`config.mk`:
```
export PLATFORM = sky130hd
export DESIGN_NAME = fetch_controller
export DESIGN_NICKNAME = d
export VERILOG_FILES = /design/src/rtl/fetch_controller.sv
export SDC_FILE = /design/constraint.sdc
export NUM_CORES = 1
export LEC_CHECK = 0
export BUFFER_PORTS_ARGS = -buffer_cell sky130_fd_sc_hd__buf_2
export CAP_MARGIN = 5
export CORE_ASPECT_RATIO = 1.5
export CORE_MARGIN = 2
export CORE_UTILIZATION = 50
export CTS_CLUSTER_SIZE = 16
export DETAILED_ROUTE_END_ITERATION = 16
export PLACE_DENSITY = 0.76
export SLEW_MARGIN = 20
export SYNTH_ARGS = -nofsm -noshare
export SYNTH_HDL_FRONTEND = slang
export SYNTH_SLANG_ARGS = --single-unit
export TNS_END_PERCENT = 30
```
`constraint.sdc`:
```
create_clock -name clk -period 5.32 [get_ports clk]
set_input_delay 0 -clock clk [delete_from_list [all_inputs] [get_ports clk]]
set_output_delay 0 -clock clk [all_outputs]
set_load 0.02 [all_outputs]
```
`src/rtl/fetch_controller.sv`:
```
// Instruction fetch sequencer: owns the PC, reads the combinational instruction
// memory and queues {pc, word} pairs in a small FIFO drained by decode.
module fetch_controller #(
    parameter logic [31:0] RESET_PC   = 32'h0,
    parameter int          MEM_WORDS  = 64,
    parameter int          FIFO_DEPTH = 2
) (
    input  logic        clk,
    input  logic        rst,
    input  logic        start,
    input  logic        halt,
    input  logic        redirect_valid,
    input  logic [31:0] redirect_pc,
    output logic [31:0] imem_addr,
    input  logic [31:0] imem_rdata,
    output logic        inst_valid,
    input  logic        inst_ready,
    output logic [31:0] inst_data,
    output logic [31:0] inst_pc,
    output logic        busy,
    output logic        fault
);

    localparam int              PW       = $clog2(FIFO_DEPTH);
    localparam int              CW       = PW + 1;
    localparam logic [31:0]     PC_LIMIT = 32'(MEM_WORDS * 4);
    localparam logic [CW-1:0]   DEPTH_C  = CW'(FIFO_DEPTH);

    typedef enum logic [1:0] {
        S_IDLE,
        S_FETCH,
        S_FAULT
    } state_t;

    state_t          state_q, state_d;
    logic [31:0]     pc_q, pc_d;
    logic [PW-1:0]   head_q, head_d;
    logic [PW-1:0]   tail_q, tail_d;
    logic [CW-1:0]   count_q, count_d;
    logic [31:0]     fpc_q   [FIFO_DEPTH];
    logic [31:0]     fpc_d   [FIFO_DEPTH];
    logic [31:0]     fdata_q [FIFO_DEPTH];
    logic [31:0]     fdata_d [FIFO_DEPTH];

    logic            pop_req;
    logic            push;
    logic            pop;
    logic            flush;

    always_comb begin
        state_d = state_q;
        pc_d    = pc_q;
        head_d  = head_q;
        tail_d  = tail_q;
        count_d = count_q;
        fpc_d   = fpc_q;
        fdata_d = fdata_q;
        push    = 1'b0;
        pop     = 1'b0;
        flush   = 1'b0;
        pop_req = (count_q != '0) && inst_ready;

        // Redirect outranks every state action; a bad target parks us in FAULT.
        if (state_q != S_FAULT && redirect_valid) begin
            flush = 1'b1;
            if (redirect_pc[1:0] != 2'b00) begin
                state_d = S_FAULT;
            end else begin
                pc_d = redirect_pc;
                if (halt) state_d = S_IDLE;
            end
        end else begin
            unique case (state_q)
                S_IDLE: begin
                    pop = pop_req;
                    if (start && !halt) state_d = S_FETCH;
                end
                S_FETCH: begin
                    if (halt) begin
                        pop     = pop_req;
                        state_d = S_IDLE;
                    end else if (pc_q >= PC_LIMIT) begin
                        state_d = S_FAULT;
                        flush   = 1'b1;
                    end else begin
                        pop  = pop_req;
                        push = (count_q < DEPTH_C) || pop_req;
                    end
                end
                S_FAULT: begin
                end
                default: begin
                end
            endcase
        end

        if (push) pc_d = pc_q + 32'd4;

        if (flush) begin
            count_d = '0;
            head_d  = '0;
            tail_d  = '0;
        end else begin
            if (pop) head_d = head_q + 1'b1;
            if (push) begin
                fpc_d[tail_q]   = pc_q;
                fdata_d[tail_q] = imem_rdata;
                tail_d          = tail_q + 1'b1;
            end
            if (push && !pop) begin
                count_d = count_q + 1'b1;
            end else if (pop && !push) begin
                count_d = count_q - 1'b1;
            end
        end
    end

    always_ff @(posedge clk or posedge rst) begin
        if (rst) begin
            state_q <= S_IDLE;
            pc_q    <= RESET_PC;
            head_q  <= '0;
            tail_q  <= '0;
            count_q <= '0;
            for (int i = 0; i < FIFO_DEPTH; i++) begin
                fpc_q[i]   <= '0;
                fdata_q[i] <= '0;
            end
        end else begin
            state_q <= state_d;
            pc_q    <= pc_d;
            head_q  <= head_d;
            tail_q  <= tail_d;
            count_q <= count_d;
            fpc_q   <= fpc_d;
            fdata_q <= fdata_d;
        end
    end

    assign imem_addr  = pc_q;
    assign inst_valid = (count_q != '0) && (state_q != S_FAULT);
    assign inst_data  = fdata_q[head_q];
    assign inst_pc    = fpc_q[head_q];
    assign busy       = (state_q == S_FETCH);
    assign fault      = (state_q == S_FAULT);

endmodule

```
Yosys cells after proc, flatten, opt, wreduce, memory -nomap -nowiden
Cells that the tools add are included.
{"block": "word_totals", "reg_bits": 166, "latchBits": 0, "ram_bits": 0, "romBits": 0, "input_bits": 70, "out_inout_bits": 99, "mem_count": 0}
{"block": "classes", "n_addsub": 5, "multipliers": 0, "n_div": 0, "n_lt_le_gt_ge": 5, "eq_ne": 7, "shifts": 0, "n_mux": 39, "bitwise_logic": 3, "n_reduce_logical": 22}
{"operator": "$mux W32", "count": 10}
{"operator": "$bwmux W64", "count": 2}
{"operator": "$add A32 B3 Y32 const B", "count": 1}
{"operator": "$demux W32 S1", "count": 1}
{"operator": "$ge A32 B9 Y1 const B", "count": 1}
{"operator": "$mux W2", "count": 9}
{"operator": "$mux W1", "count": 15}
{"operator": "$reduce_bool A2 Y1", "count": 5}
{"operator": "$logic_and A1 B1 Y1", "count": 7}
{"operator": "$reduce_bool A3 Y1", "count": 2}
{"operator": "$ge A2 B2 Y1 const B", "count": 2}
{"operator": "$ne A2 B2 Y1 const B", "count": 2}
{"operator": "$ne A4 B2 Y1 const B", "count": 1}
{"operator": "$not A1 Y2", "count": 2}
{"operator": "$pmux W2 S2", "count": 1}
{"operator": "$reduce_and A2 Y1", "count": 2}
{"operator": "$reduce_and A4 Y1", "count": 1}
{"operator": "$logic_not A1 Y1", "count": 3}
{"operator": "$ne A3 B2 Y1 const B", "count": 1}
{"operator": "$ne A3 B3 Y1 const B", "count": 1}
{"operator": "$add A1 B1 Y1 const B", "count": 2}
{"operator": "$add A2 B1 Y2 const B", "count": 1}
{"operator": "$eq A2 B1 Y1 const B", "count": 1}
{"operator": "$eq A2 B2 Y1 const B", "count": 1}
{"operator": "other kinds (7)", "count": 7}

Longest topological paths before layout
Gate-level depths: netlist (run 1).
{"block": "logic_depth", "depth_word": 12, "depth_mapped": 8}

Worst setup path after synthesis (run 1)
OpenSTA, ideal clock, no wires.
{"block": "synth_timing", "path_type": "register to register", "startpoint": "register pc_q[13] (netlist: imem_addr[13])", "endpoint": "register fdata_q[56] (netlist name)", "setup_time_ps": 127, "t_arrival_ps": 2406, "required_time_ps": 5193, "slack_ps": 2786, "stages_incl_launch_ff": 8, "synth_period_minus_slack_ps": 2534, "cell_sequence": "dfrtp_1 or4_4 or2_4 or3_1 buf_6 nor2_8 buf_6 mux2_1"}
{"block": "synth_via", "elab_chain_cells": 7, "elab_cells_between_ends": 11, "classes_between": "order compare (1); mux (8); bitwise (1); reduce/logical (1)"}
{"element": "from (decl)", "line_no": "36", "rtl": "logic [31:0] pc_q, pc_d;"}
{"element": "from (signal assigned)", "line_no": "131", "rtl": "pc_q <= pc_d;"}
{"element": "$ge A32 B9 Y1 *", "line_no": "82", "rtl": "end else if (pc_q >= PC_LIMIT) begin"}
{"element": "$mux W1", "line_no": "82"}
{"element": "$mux W1", "line_no": "79", "rtl": "if (halt) begin"}
{"element": "$mux W1", "line_no": "73", "rtl": "unique case (state_q)"}
{"element": "$mux W1", "line_no": "64", "rtl": "if (state_q != S_FAULT && redirect_valid) begin"}
{"element": "$not A1 Y1 (no source line)"}
{"element": "$reduce_and A2 Y1 (no source line) *"}
{"element": "to (signal assigned)", "line_no": "136", "rtl": "fdata_q <= fdata_d;"}
{"element": "to (decl)", "line_no": "42", "rtl": "logic [31:0] fdata_q [FIFO_DEPTH];"}
Every way passes the cells marked *; elsewhere a longest branch is shown, timed or not.
A chain may end at the register's enable or synchronous reset.

Worst setup path in the final report (run 1)
{"block": "layout_timing", "startpoint": "register pc_q[21] (netlist: imem_addr[21])", "endpoint": "register fpc_q[38] (netlist name)"}
{"block": "layout_via", "elab_chain_cells": 7, "elab_cells_between_ends": 11, "classes_between": "order compare (1); mux (8); bitwise (1); reduce/logical (1)"}
{"element": "$ge A32 B9 Y1 *", "line_no": "82"}
{"element": "$mux W1", "line_no": "82"}
{"element": "$mux W1", "line_no": "79"}
{"element": "$mux W1", "line_no": "73"}
{"element": "$mux W1", "line_no": "64"}
{"element": "$not A1 Y1 (no source line)"}
{"element": "$reduce_and A2 Y1 (no source line) *"}
{"element": "to (signal assigned)", "line_no": "135", "rtl": "fpc_q <= fpc_d;"}
{"element": "to (decl)", "line_no": "40", "rtl": "logic [31:0] fpc_q [FIFO_DEPTH];"}
Marks and branches as above.

==> results of run 1 <==
## per-stage QoR
stage,std cells,setup WS (ns),hold slack (ns),cell area (µm²),util
floorplan,551,0.8300,0.1054,7251,-
global placement,885,1.915,0.1908,8180,0.5791
detailed placement,885,1.842,0.1920,8180,0.5791
CTS,980,1.823,0.03182,9410,0.6662
global route,980,1.668,0.07144,9417,0.6667
finish,980,1.865,0.05570,9417,0.6667
## cell type report
cell class,instances,share of cell area
clock buffer,19,0.04704
clock inverter,13,0.01661
inverter,5,0.002525
multi-input combinational,351,0.3084
sequential,166,0.4413
tap,192,0.02551
timing repair buffer,234,0.1586
## cells in the mapped netlist, types with 2 or more instances
master / number
inv_1: 5
o211ai_1: 2
nand2_1: 78
nand3_1: 7
o31ai_1: 2
nor2_1: 7
and2_1: 28
and3_1: 2
clkbuf_1: 18
buf_6: 2
mux2_4: 30
nand2b_1: 3
mux2i_1: 2
o21ai_0: 2
nor3_1: 5
buf_2: 6
nand4_1: 2
mux2_1: 6
mux2_2: 111
a21oi_1: 5
a31oi_1: 2
nor2b_1: 27
or3_1: 2
dfrtp_1: 166
ha_1: 2
buf_12: 3
nor4_1: 6
or4_1: 2
## flip-flops by register name, summed over array words and instances, names as in the netlist
signal,flops
head_q,1
fdata_q,64
count_q,2
fpc_q,64
imem_addr,32
state_q,2
tail_q,1
## metal layers
metal	vias to the layer above	GRT usage
met5	-	0
met4	0	0.07067
met3	29	0.06193
met1	2537	0.2550
met2	156	0.3921
li1	2333	-
## how the worst min path moves through the flow
stage / startpoint / endpoint / slack [ns] / depth (start not counted)
after floorplan: redirect_pc[10] / imem_addr[10]$_DFFE_PP0P_ / 0.11 / 2
after global placement: redirect_pc[27] / imem_addr[27]$_DFFE_PP0P_ / 0.19 / 3
after detailed placement: redirect_pc[28] / imem_addr[28]$_DFFE_PP0P_ / 0.19 / 3
after CTS: redirect_pc[0] / state_q[1]$_DFFE_PP0P_ / 0.03 / 4
after global routing: redirect_valid / state_q[0]$_DFFE_PP0P_ / 0.07 / 3
final: redirect_valid / state_q[0]$_DFFE_PP0P_ / 0.06 / 3
## power by group through the flow
stage,combinational [µW],sequential (µW),clock [µW]
3_3_place_gp,563,1490,0
3_5_place_dp,572,1510,0
4_1_cts,613,1490,1270
5_1_grt,670,1510,1330
6_report,616,1490,1250
2_1_floorplan,252,1600,0
## cell families after synthesis
kind of cell	count (synthesis)	share of synthesized area
AND/OR/NAND/NOR	177	0.1275
flip-flops	166	0.5729
multiplexers	149	0.2466
buffers and inverters	34	0.02744
AO/OA/AOI/OAI	22	0.02088
adder cells (fa/ha/maj)	2	0.003451
XOR/XNOR	1	0.001208
## repair_timing
action / CTS / global route
setup buffers: 0 / 0
endpoints found under the hold margin: 202 / 0
gates resized for setup: 0 / 0
hold buffers: 63 / 0
## worst max-delay path, stage by stage, from the launching register on
cell,delay [ns]
dfrtp_1,0.40
nor4_1,0.42
nand4_1,0.34
or3_1,0.63
nor2_8,0.71
buf_4,0.48
mux2_4,0.34
==> results.ini, run 1 <==
[status]
outcome=complete, no violations

[cts]
clk_latency_ns=0.42
htree_levels=4
root_buffer=clkbuf_16
cts_tree=yes
clk_path_buf_depth=2
cts_sinks=166
clk_pin_slew_worst_paths_ns=0.07
numCtsBuffers=17

[floorplanning]
die_w_um=102.3
die_h_um=151.5
fp-row-count=53
initial_core_util=0.5133
ios=169
fp.coreArea_mm2=0.01412
die-area_mm2=0.01550

[yosys]
syn-num-nets=623
seq_area_frac_synth=0.5729
synthesis.instances=551
yosys-top-cells-area=dfrtp_1 (57%), mux2_2 (17%), mux2_4 (6.2%), nand2_1 (4.0%), and2_1 (2.4%)
synth.distinct_cells=46
synth_edf_count=0
syn_area_mm2=0.007251
netlist.area_leader.share=0.5729
synth_seq_cells=166
yosys_most_used_dff=dfrtp_1
synth_top_cell_by_area=dfrtp_1
async_flop_share=1.000
syn_avg_cell_area_um2=13.16
synth_warnings=0

[worst_setup_path]
crit_path_start_kind=flop
r2r_slack_ns=1.86
r2r_start=imem_addr[21]$_DFFE_PP0P_
critPathArrivalTime_ns=3.76
end_kind=flop
timing.rr.end=fpc_q[38]$_DFFE_PP0P_
criticalPathCategory=reg -> reg
crit_required_ns=5.62
cp-endpoint=fpc_q[38]$_DFFE_PP0P_
setup.worst_path.start=imem_addr[21]$_DFFE_PP0P_
path_max_fanout=39
r2r_cells=6

[sta]
timing.slew.headroom=0.3677
period_minus_slack_ns=3.455
slew_violations=0
setup_viol=0
setup-tns-final_ns=0
max_freq_mhz=289.4
hold_violations=0
timing.final.crit_share=0.6495
skew_ns=0.009869
rsz0062_at_grt=false
tightest_slew_ns=0.9485

[power]
clkPwrFrac=0.372
p_int_uw=2335
p_leak_uw=0.005027
p_sw_uw=1026
p_seq_frac=0.444
cellPowerDensity_mw_per_mm2=356.9
peakVddDrop_uv=271.9
p_total_uw=3361
swShare=0.3052
pwr-share-comb=0.183

[layout]
fill_cells=1014
final_common_cell=buf_2
drive_gt1_frac=0.4480
diodes=0
multi_input_area_mm2=0.002904
area_growth_pct=29.87
register_area_mm2=0.004155
nets=847
layout_common_cells=buf_2 (168), dfrtp_1 (165), mux2_2 (111), nand2_1 (78), dlygate4sd3_1 (63)

[drt]
ant_nets=0
drtPass1Iterations=4
drt-initial-drc-count=231
wl_per_cell_um=16.79
wl_met2_um=8603
post-route-drc-count=0
routed_wirelength_um=16460
via_per_inst=5.158
wl_met1_um=6673
top_layer=met4
wl_met3_um=896
routed-via-count=5055

[placed_design]
dp_hpwl_um=10260
port_buffers=168
gp_congestion=0.8319

[global_routing]
grt_max_degree=110
grt_use_total=0.2206
grt_pass1_vias=5423
grt_pass1_wl_um=26450
grt-ovfl-total=0
antenna_found_initial=0

[hold_path]
hp-class=in -> reg

[job]
maxCapViolCount=0

Note: power is estimated with default switching activity, not from simulation.
==> inputs of run 2 (changes only) <==
- clock period: 5.32 -> 3.45 ns (I/O delays scaled with it)
==> run 2 against run 1 <==
Net effect: hold slack gained 0.024 ns; via count shrank 0.32%; wire length grew 1.8%; largest power group unchanged; cell area grew 1.3%; count of clock-buffer cells in the layout grew 2; critical path depth is the same; critical endpoint is now fdata_q[54]$_DFFE_PP0P_; largest cell class unchanged; maximum frequency grew 17%; register-to-register slack lost 1.4 ns; die area is the same; global-route usage grew 0.29 points.
==> results.ini, run 2 (synthesis results as in run 1) <==
[layout]
diodes=0  ; unchanged
area_growth_pct=31.54
nets=853  ; +0.71%
layout_common_cells=buf_2 (168), dfrtp_1 (165), mux2_2 (111), nand2_1 (78), dlygate4sd3_1 (63)
drive_gt1_frac=0.4502  ; +0.002220
final_common_cell=buf_2

[worst_setup_path]
crit_path_max_incr_delay_ns=0.62  ; -0.09 ns
critPathArrivalTime_ns=3.23  ; -0.53 ns
cp_slowest_cell=or3_1
r2r_cells=6  ; unchanged
cp_cell_sequence=nor4_1 > nand4_1 > or3_1 > nor2_8 > buf_12 > mux2_2
path_max_fanout=24  ; -38%
crit_path_start_kind=flop
end_kind=flop
path_buf_inv=1  ; unchanged
crit_cells=6  ; unchanged
crit_family=simple AND/OR/NAND/NOR gates
criticalPathCategory=reg -> reg
crit_required_ns=3.74  ; -1.88 ns

[cts]
cts_sinks=166  ; unchanged
clk_path_buf_depth=2  ; unchanged
cts_resized=0  ; unchanged
clk_pin_slew_worst_paths_ns=0.07  ; about the same
htree_levels=4  ; unchanged
numCtsBuffers=17  ; unchanged
cts_tree=yes
root_buffer=clkbuf_16
clk_latency_ns=0.41  ; about the same

[global_routing]
grt_pass1_wl_um=26940  ; +1.9%
met2_usage=0.4000  ; +0.007895
grt_use_total=0.2234  ; +0.002869
use_met3=0.06193  ; unchanged
antenna_found_initial=0  ; unchanged
grt-ovfl-total=0  ; unchanged
grt.met1_usage=0.2537  ; -0.001290
grt_max_degree=72  ; -35%
grt_busiest_layer=met2
grt_pass1_vias=5580  ; +2.9%

[sta]
max_freq_mhz=339.8  ; +17%
rsz0062_at_grt=false
setup_viol=0  ; unchanged
setup-tns-final_ns=0  ; unchanged
timing.final.crit_share=0.8530  ; +0.2035
slew_violations=0  ; unchanged
skew_ns=0.01274  ; +0.002870 ns
tightest_slew_ns=0.8564  ; -0.09215 ns
timing.hold.ws_ns=0.07988  ; +0.02418 ns
hold_violations=0  ; unchanged
timing.slew.headroom=0.4291  ; +0.06143
period_minus_slack_ns=2.943  ; -0.5123 ns

[floorplanning]
initial_core_util=0.5133  ; unchanged
die-area_mm2=0.01550  ; unchanged
die_w_um=102.3  ; unchanged
fp.coreArea_mm2=0.01412  ; unchanged
die_h_um=151.5  ; unchanged
fp-row-count=53  ; unchanged
ios=169  ; unchanged

[job]
maxCapViolCount=0  ; unchanged

[placed_design]
port_buffers=168  ; unchanged
dp_hpwl_um=10680  ; +4.1%
gp_congestion=0.8269  ; -0.60%

[drt]
via_per_inst=5.116  ; -0.82%
wl_per_cell_um=17.01  ; +1.3%
post-route-drc-count=0  ; unchanged
drt-initial-drc-count=169  ; -27%
routed-via-count=5039  ; -0.32%
routed_wirelength_um=16750  ; +1.8%
drtPass1Iterations=4  ; unchanged
ant_nets=0  ; unchanged

[hold_path]
min_path_cells=4  ; +1
hp-class=in -> reg

[power]
p_leak_uw=0.005082  ; +1.1%
peakVddDrop_uv=519.9  ; +91%
cellPowerDensity_mw_per_mm2=554.3  ; +55%

[status]
outcome=complete, no violations

-- run 2: cell count changes in the layout (fill, tap and decap cells not counted), moves of 2 or more --
cell / previous run / this run
bufinv_16: 2 / 4
clkinv_4: 1 / 3
buf_4: 3 / 6
inv_6: 8 / 1
clkbuf_8: 1 / 3
buf_12: 0 / 3
-- run 2: report_power, final --
group	switching (µW)	internal, µW	total, µW
Sequential	180	2120	2300
Combinational	580	376	956
Clock	756	1270	2030
Total	1520	3770	5290
-- run 2: what timing repair did --
item                      CTS  global route
hold buffers               63             0
buffers inserted            0             0
hold endpoints to repair  129             0
-- run 2: layer usage --
layer | routed length (µm) | up-vias | share of wire
met5 | 0 | - | 0
met4 | 323 | 0 | 0.019
met3 | 892 | 28 | 0.053
met2 | 8892 | 152 | 0.53
met1 | 6643 | 2517 | 0.40
li1 | - | 2342 | -
-- run 2: through the flow --
step                  util  std cells  setup WS, ns  area [µm²]  total power (µW)
finish              0.6753        985        0.5072        9538              5287
global route        0.6753        985        0.3653        9538              5518
CTS                 0.6749        985        0.4691        9533              5317
detailed placement  0.5849        891        0.4843        8262              3221
global placement    0.5849        891        0.5316        8262              3180
floorplan                -        551        0.9163        7254              2858
-- run 2: worst reg2reg max path, stage by stage (launching register included) --
cell and delay [ns]:
dfrtp_1 0.39, nor4_1 0.43, nand4_1 0.33, or3_1 0.62
nor2_8 0.42, buf_12 0.27, mux2_2 0.36
-- run 2: final cells by class --
cell class | instances | area [µm²]
well taps | 192 | 240.2
flip-flops and latches | 166 | 4155
clock inverters | 10 | 170.2
clock buffers | 21 | 470.5
multi-input cells | 351 | 2903
fillers | 1013 | 4587
inverters | 5 | 22.52
repair buffers | 240 | 1577
-- run 2: final timing paths --
path | start | end | slack, ns
worst max-delay path | imem_addr[21]$_DFFE_PP0P_ | fdata_q[54]$_DFFE_PP0P_ | 0.51
worst min-delay path | redirect_pc[0] | state_q[1]$_DFFE_PP0P_ | 0.08
worst max register to register | imem_addr[21]$_DFFE_PP0P_ | fdata_q[54]$_DFFE_PP0P_ | 0.51
worst min register to register | fpc_q[31]$_DFFE_PP0P_ | fpc_q[31]$_DFFE_PP0P_ | 0.48
max in group asynchronous | rst | fdata_q[41]$_DFFE_PP0P_ | 2.24
min in group asynchronous | rst | fpc_q[1]$_DFFE_PP0P_ | 0.30
==> inputs of run 3 (changes only) <==
- PLACE_DENSITY: 0.76 -> unset
- PLACE_DENSITY_LB_ADDON: unset -> 0.2
- SKIP_CTS_REPAIR_TIMING: unset -> 1
==> run 3 against run 2 <==
Net effect: clock skew fell by 0.0014 ns; first-iteration DRC count rose by 12%; non-clock buffer count shrank 1; critical endpoint is now fdata_q[36]$_DFFE_PP0P_; largest cell class unchanged.
==> results.ini, run 3 (synthesis results as in run 1) <==
[placed_design]
port_buffers=168  ; unchanged
place_area_mm2=0.008242  ; -0.24%
gp_congestion=0.7781  ; -5.9%
dp_hpwl_um=9928  ; -7.0%

[worst_setup_path]
crit_path_max_incr_delay_ns=0.62  ; about the same
criticalPathCategory=reg -> reg
crit_family=simple AND/OR/NAND/NOR gates
end_kind=flop
crit_path_start_kind=flop
cp_cell_sequence=nor4_1 > nand4_1 > or3_1 > nor2_8 > buf_4 > mux2_4
critPathArrivalTime_ns=3.11  ; -0.12 ns
cp_slowest_cell=or3_1
path_max_fanout=30  ; +25%
crit_required_ns=3.75  ; about the same
path_buf_inv=1  ; unchanged

[layout]
diodes=0  ; unchanged
layout_common_cells=buf_2 (168), dfrtp_1 (165), mux2_2 (111), nand2_1 (78), dlygate4sd3_1 (63)
nets=852  ; -0.12%
multi_input_area_mm2=0.002898  ; -0.17%
finish.instance_area_mm2=0.009440  ; -1.0%
final_common_cell=buf_2
fill_cells=1054  ; +4.0%
register_area_mm2=0.004158  ; about the same
area_growth_pct=30.20
fin_util=0.6684  ; -0.006909
drive_gt1_frac=0.4470  ; -0.003219

[floorplanning]
fp-row-count=53  ; unchanged
die-area_mm2=0.01550  ; unchanged
ios=169  ; unchanged
initial_core_util=0.5133  ; unchanged
die_h_um=151.5  ; unchanged
die_w_um=102.3  ; unchanged
fp.coreArea_mm2=0.01412  ; unchanged

[cts]
numCtsBuffers=17  ; unchanged
htree_levels=4  ; unchanged
cts_sinks=166  ; unchanged
clk_path_buf_depth=2  ; unchanged
cts_tree=yes
clk_pin_slew_worst_paths_ns=0.06  ; about the same
clk_latency_ns=0.42  ; about the same
root_buffer=clkbuf_16

[job]
maxCapViolCount=0  ; unchanged

[global_routing]
grt_max_degree=112  ; +56%
grt_use_total=0.2028  ; -0.02065
grt-ovfl-total=0  ; unchanged
grt_pass1_vias=4974  ; -11%
grt_pass1_wl_um=24070  ; -11%
antenna_found_initial=0  ; unchanged

[sta]
skew_ns=0.01131  ; -0.001430 ns
slew_violations=0  ; unchanged
timing.final.crit_share=0.8149  ; -0.03804
max_freq_mhz=355.7  ; +4.7%
rsz0062_at_grt=false
timing.slew.headroom=0.4651  ; +0.03599
setup_viol=0  ; unchanged
period_minus_slack_ns=2.812  ; -0.1312 ns
tightest_slew_ns=0.8024  ; -0.05399 ns
hold_violations=0  ; unchanged
setup-tns-final_ns=0  ; unchanged

[hold_path]
hp-class=in -> reg

[power]
cellPowerDensity_mw_per_mm2=536.2  ; -3.3%
peakVddDrop_uv=401.1  ; -23%
p_leak_uw=0.005044  ; -0.74%
p_total_uw=5062  ; -4.3%

[drt]
via_per_inst=5.107  ; -0.18%
ant_nets=0  ; unchanged
drt-initial-drc-count=189  ; +12%
drtPass1Iterations=5  ; +1
routed_wirelength_um=16090  ; -4.0%
post-route-drc-count=0  ; unchanged
wl_per_cell_um=16.35  ; -3.9%
routed-via-count=5025  ; -0.28%

[status]
outcome=complete, no violations

## run 3: cell count changes in the layout (fill, tap and decap cells not counted), sizes merged
cell	previous run	this run
clkinv	3	6
bufinv	4	2
buf	177	176
inv	5	4
## run 3: through the flow
step	hold WS (ns)	worst slack, ns	cells
2_1_floorplan	0.1054	0.9163	551
3_3_place_gp	0.1915	0.6865	890
3_5_place_dp	0.1954	0.6295	890
4_1_cts	-0.2523	0.6083	921
5_1_grt	0.06025	0.5099	984
6_report	0.04786	0.6385	984
## run 3: final cells by class
| cell class | count | area share |
|---|---|---|
| Clock inverter | 10 | 0.01113 |
| Multi-Input combinational cell | 351 | 0.3070 |
| Timing Repair Buffer | 239 | 0.1649 |
| Tap cell | 192 | 0.02545 |
| Inverter | 5 | 0.002386 |
| Sequential cell | 166 | 0.4404 |
| Clock buffer | 21 | 0.04877 |
## run 3: routing by layer
layer / vias up / part of all wire / wire (µm) / GRT usage
li1: 2338 / - / - / -
met1: 2506 / 0.41 / 6653 / 0.2378
met2: 164 / 0.51 / 8261 / 0.3408
met3: 17 / 0.053 / 858 / 0.07064
met4: 0 / 0.020 / 316 / 0.07733
met5: - / 0 / 0 / 0
## run 3: worst paths after layout
| kind | depth (start not counted) | slack, ns | startpoint | to |
|---|---|---|---|---|
| worst max-delay path | 6 | 0.64 | imem_addr[21]$_DFFE_PP0P_ | fdata_q[36]$_DFFE_PP0P_ |
| worst min-delay path | 3 | 0.05 | redirect_valid | state_q[0]$_DFFE_PP0P_ |
| worst max register to register | 6 | 0.64 | imem_addr[21]$_DFFE_PP0P_ | fdata_q[36]$_DFFE_PP0P_ |
| worst min register to register | 1 | 0.48 | fpc_q[31]$_DFFE_PP0P_ | fpc_q[31]$_DFFE_PP0P_ |
| max in group asynchronous | 4 | 2.58 | rst | fpc_q[44]$_DFFE_PP0P_ |
| min in group asynchronous | 4 | 0.30 | rst | imem_addr[26]$_DFFE_PP0P_ |
## run 3: report_power, final
group / internal, µW / switching (µW)
Clock: 1090 / 729
Combinational: 376 / 569
Sequential: 2120 / 174
## run 3: worst min-delay path: stages
cell and delay, ns:
buf_2 0.15, a21oi_1 0.14, mux2_2 0.14
